File: src/rtl/bmc_soft_pipe.sv
// Pipelined branch-metric unit: per-symbol soft/hard distances with erasures,
// metrics for every code-word hypothesis plus lowest-index minimum, two register stages.
`timescale 1ns/1ps
module bmc_soft_pipe #(
    parameter  int SOFT_W = 3,
    parameter  int N_OUT  = 2,
    localparam int NH     = 1 << N_OUT,
    localparam int BM_W   = SOFT_W + $clog2(N_OUT)
) (
    input  logic                    clk,
    input  logic                    rst_n,
    input  logic                    in_valid,
    output logic                    in_ready,
    input  logic [N_OUT*SOFT_W-1:0] rx_sym,
    input  logic [N_OUT-1:0]        rx_erase,
    input  logic                    hard_mode,
    output logic                    out_valid,
    input  logic                    out_ready,
    output logic [NH*BM_W-1:0]      bm,
    output logic [BM_W-1:0]         bm_min,
    output logic [N_OUT-1:0]        bm_min_idx,
    output logic [15:0]             step_cnt
);

    localparam logic [SOFT_W-1:0] MAX = '1;

    logic                    s1_valid_q;
    logic [N_OUT*SOFT_W-1:0] sym_q;
    logic [N_OUT-1:0]        erase_q;
    logic                    hard_q;

    logic                    out_valid_q;
    logic [NH-1:0][BM_W-1:0] bm_q;
    logic [BM_W-1:0]         min_q;
    logic [N_OUT-1:0]        idx_q;
    logic [15:0]             cnt_q;

    logic adv1, adv2;
    logic [N_OUT-1:0][SOFT_W-1:0] dist0, dist1;
    logic [NH-1:0][BM_W-1:0]      bm_d;
    logic [BM_W-1:0]              min_d;
    logic [N_OUT-1:0]             idx_d;

    assign adv2     = !out_valid_q | out_ready;
    assign adv1     = !s1_valid_q | adv2;
    assign in_ready = adv1;

    // Distances to expected bit 0 / bit 1 for each captured symbol.
    always_comb begin
        dist0 = '0;
        dist1 = '0;
        for (int i = 0; i < N_OUT; i++) begin
            if (erase_q[i]) begin
                dist0[i] = '0;
                dist1[i] = '0;
            end else if (hard_q) begin
                dist0[i] = SOFT_W'(sym_q[i*SOFT_W + SOFT_W-1]);
                dist1[i] = SOFT_W'(!sym_q[i*SOFT_W + SOFT_W-1]);
            end else begin
                dist0[i] = sym_q[i*SOFT_W +: SOFT_W];
                dist1[i] = MAX - sym_q[i*SOFT_W +: SOFT_W];
            end
        end
    end

    // Hypothesis metrics and strict-less-than scan so ties keep the lowest index.
    always_comb begin
        bm_d  = '0;
        min_d = '0;
        idx_d = '0;
        for (int h = 0; h < NH; h++) begin
            for (int i = 0; i < N_OUT; i++) begin
                if (((h >> i) & 1) != 0)
                    bm_d[h] = bm_d[h] + BM_W'(dist1[i]);
                else
                    bm_d[h] = bm_d[h] + BM_W'(dist0[i]);
            end
        end
        min_d = bm_d[0];
        for (int h = 1; h < NH; h++) begin
            if (bm_d[h] < min_d) begin
                min_d = bm_d[h];
                idx_d = N_OUT'(h);
            end
        end
    end

    always_ff @(posedge clk or negedge rst_n) begin
        if (!rst_n) begin
            s1_valid_q <= 1'b0;
            sym_q      <= '0;
            erase_q    <= '0;
            hard_q     <= 1'b0;
        end else if (adv1) begin
            s1_valid_q <= in_valid;
            if (in_valid) begin
                sym_q   <= rx_sym;
                erase_q <= rx_erase;
                hard_q  <= hard_mode;
            end
        end
    end

    always_ff @(posedge clk or negedge rst_n) begin
        if (!rst_n) begin
            out_valid_q <= 1'b0;
            bm_q        <= '0;
            min_q       <= '0;
            idx_q       <= '0;
        end else if (adv2) begin
            out_valid_q <= s1_valid_q;
            if (s1_valid_q) begin
                bm_q  <= bm_d;
                min_q <= min_d;
                idx_q <= idx_d;
            end
        end
    end

    always_ff @(posedge clk or negedge rst_n) begin
        if (!rst_n)
            cnt_q <= '0;
        else if (out_valid_q && out_ready)
            cnt_q <= cnt_q + 16'd1;
    end

    assign out_valid  = out_valid_q;
    assign bm         = bm_q;
    assign bm_min     = min_q;
    assign bm_min_idx = idx_q;
    assign step_cnt   = cnt_q;

endmodule

File: config.mk
export PLATFORM = sky130hd
export DESIGN_NAME = bmc_soft_pipe
export DESIGN_NICKNAME = d
export VERILOG_FILES = /design/src/rtl/bmc_soft_pipe.sv
export SDC_FILE = /design/constraint.sdc
export NUM_CORES = 1
export LEC_CHECK = 0
export CORE_UTILIZATION = 49
export CTS_BUF_LIST = sky130_fd_sc_hd__clkbuf_16
export DETAILED_ROUTE_END_ITERATION = 10
export HOLD_SLACK_MARGIN = 0.02
export PLACE_DENSITY_LB_ADDON = 0.1
export SETUP_SLACK_MARGIN = 0.15
export SYNTH_ARGS = -nofsm -noshare
export SYNTH_HDL_FRONTEND = slang
export SYNTH_SLANG_ARGS = --single-unit
File: constraint.sdc
create_clock -name clk -period 14.9 [get_ports clk]
set_input_delay 1.49 -clock clk [delete_from_list [all_inputs] [get_ports clk]]
set_output_delay 1.49 -clock clk [all_outputs]
set_load 0.05 [all_outputs]
==> metrics <==
CP endpoint kind flop; Post-synth ARST share 100.0%; CTS tree yes; dpl cells roughly 420; worst setup path class flop to flop; Setup Skew 0.004750 ns; H-Tree Depth 2; Final Max Slew Viols 0; Post-Synth Adder-Cell Area a little under 10%; CTS Hold Bufs 0; die span in x 80.20 um; gr usage total between 20% and 30%; DIE AREA ~0.0064 sq mm; Worst Hold Class flop to flop; syn nets between 300 and 400; Ports 53; Critical-path top delay cell dfrtp_1; hpwl dp roughly 4700 um; RSZ-0062 raised after global routing no; crit share post-route between 40% and 50%; post-route ant nets 0; dominant cell type by area after synthesis dfrtp_1; Vias/cell around 5.4; drt pass-1 iters 6; worst vdd ir about 110 uV; setup bufs post-CTS 0; # DRC 0; final setup vio count 0; Sink Count 49; clock transition at the registers of the reported paths roughly 0.07 ns; Netlist cell types 57; vias in the first global route 2210; post-synth top area share 40.92%; Yosys warnings 0; post-synthesis mux area share under 10%; Max Freq approximately 140 MHz; Worst-Margin Slew 1.072 ns; DP Area around 0.0035 sq mm; area grow syn2layout 23.92%; Leakage 1.676 nW; Data arrival, critical path roughly 7 ns; Initial Util 50.61%; row cnt 28; fin area around 0.0037 sq mm; first-pass GRT wire length 10490 um; Clock Path Buffers 2; CTS Buf Count 5; via count between 2000 and 2500; WL/cell between 10 and 15 um; Clock Tree Root clkbuf_16; IO Port Bufs 52; cell family with most CP delay compound AO/OA/AOI/OAI gates; CORE AREA between 0.005 and 0.006 sq mm; Placer Congestion approximately 0.85; largest family of logic cells by synthesized area simple AND/OR/NAND/NOR gates; Final Hold Viols 0; Synth Flop Type dfrtp_1; #FFs+latches synth between 40 and 50; status finished, final reports clean; largest net degree at the start of global routing 50; share of cells above drive strength 1 a little under an eighth; pwr dens ~190 mW/mm^2; most frequent cell after synthesis dfrtp_1; CP peak stage delay about 0.62 ns; Slew Limit Headroom 28.55%; WP data required ~15 ns; Final Util a little over three fifths; xor and xnor area share after synthesis 6.722%; Max FO, Critical Path 11; Period minus WS final 6.914 ns; Synth area leaders dfrtp_1 (41%), ha_1 (8.8%), nand2_1 (5.0%), mux2_2 (4.1%), xnor2_1 (3.8%); cell repeated most along the worst path ha_1; most frequent cells after synthesis dfrtp_1 (49), nand2_1 (40), ha_1 (21), nor2_1 (19); Die Height 80.20 um; Cell Area, Synth between 0.002 and 0.003 sq mm; final net count between 300 and 400; Initial DRC Count 125; initial antenna violation count 0; sequential fraction of the synthesis area just over 40%; maxcap violations 0; Setup TNS 0 ns; DP Worst Slack roughly 8.1 ns; mean area per synthesized cell roughly 10 sq um; Post-Route WL approximately 6200 um; Cells after Synth approximately 300; Finished Layout Cells about 430; Setup WS post-layout between 7 and 8 ns; Critical path buffers and inverters 2; EDFF count, synth 0; complex-gate fraction of the synthesized area 14.36%; Antenna diodes 0; grt ovf 0; Post-CTS Resized 0; simple-gate portion of the synthesized area between 10% and 20%; critical path launch point type flop; clock latency on the worst-skew pair 0.28 ns
## layout by cell type, fill, tap and decap left out, types with 4 or more instances in the layout
cell type        count
mux2_2              11
nor3_1               6
clkbuf_16            5
dfrtp_1             49
ha_1                21
xnor2_1             13
nor2b_1              4
inv_1               16
nand3_1              8
a31oi_1              5
a21oi_1             11
nand2_1             40
and2_1               6
nor2_1              19
clkdlybuf4s50_1     51
xor2_1              10
o21ai_0             15
## logic make-up (layout without fill, tap and decap cells)
family / Yosys count / after routing
muxes: 16 / 16
adders and majority gates: 23 / 23
DFF: 49 / 49
AOI/OAI and AO/OA: 58 / 58
buffers and inverters: 25 / 76
xor gates and xnor gates: 23 / 23
and+or+nand+nor: 105 / 105
## sequential cells by signal, indices dropped and copies added (netlist names)
name and cells:
bm 16, bm_min 4, bm_min_idx 2, erase_q 2, hard_q 1, out_valid 1
s1_valid_q 1, step_cnt 16, sym_q 6
## per-layer routing
layer / GRT usage, % / part of all wire, % / vias up
li1: - / - / 1143
met1: 29.14 / 47 / 1081
met2: 34.44 / 48 / 58
met3: 3.295 / 4.1 / 4
met4: 5.714 / 0.92 / 0
met5: 0 / 0 / -
## worst reg2reg max path: cells and delay by family, from the launching register on
family / cells / cell delay, ns
adders and majority gates: 4 / 1.01
xor gates and xnor gates: 1 / 0.20
and+or+nand+nor: 8 / 2.10
DFF: 1 / 0.62
AOI/OAI and AO/OA: 13 / 2.30
buffers and inverters: 2 / 0.19
muxes: 1 / 0.37
## worst paths after layout
check | start | end | slack, ns | cells past startpoint
min in group asynchronous | rst_n | bm[2]$_DFFE_PN0P_ | 1.40 | 1
min | step_cnt[15]$_DFFE_PN0P_ | step_cnt[15]$_DFFE_PN0P_ | 0.48 | 1
max in group asynchronous | rst_n | step_cnt[7]$_DFFE_PN0P_ | 12.83 | 1
min reg2reg | step_cnt[15]$_DFFE_PN0P_ | step_cnt[15]$_DFFE_PN0P_ | 0.48 | 1
max reg2reg | hard_q$_DFFE_PN0P_ | bm_min[1]$_DFFE_PN0P_ | 7.99 | 29
max | hard_q$_DFFE_PN0P_ | bm_min[1]$_DFFE_PN0P_ | 7.99 | 29
## per-stage QoR
stage               hold WS (ns)  total power [mW]
floorplan                 0.4711            0.4739
global placement          0.4598            0.5681
detailed placement        0.4692            0.5740
CTS                       0.4857            0.7046
global route              0.5090            0.7485
finish                    0.4797            0.7010
## power by group
part / internal (mW) / total [mW] / switching [mW] / leakage (nW)
Clock: 0.0789 / 0.128 / 0.0486 / 0.0852
Combinational: 0.146 / 0.382 / 0.237 / 0.973
Sequential: 0.163 / 0.191 / 0.0276 / 0.618
## layout make-up
cell class / count / area, sq um
clock inverters: 3 / 42.54
inverters: 16 / 60.06
flip-flops and latches: 49 / 1226
clock buffers: 5 / 125.1
multi-input cells: 225 / 1650
well taps: 75 / 93.84
repair buffers: 52 / 515.5
fillers: 519 / 2207
No activity file was read; power rests on OpenSTA's default activity.
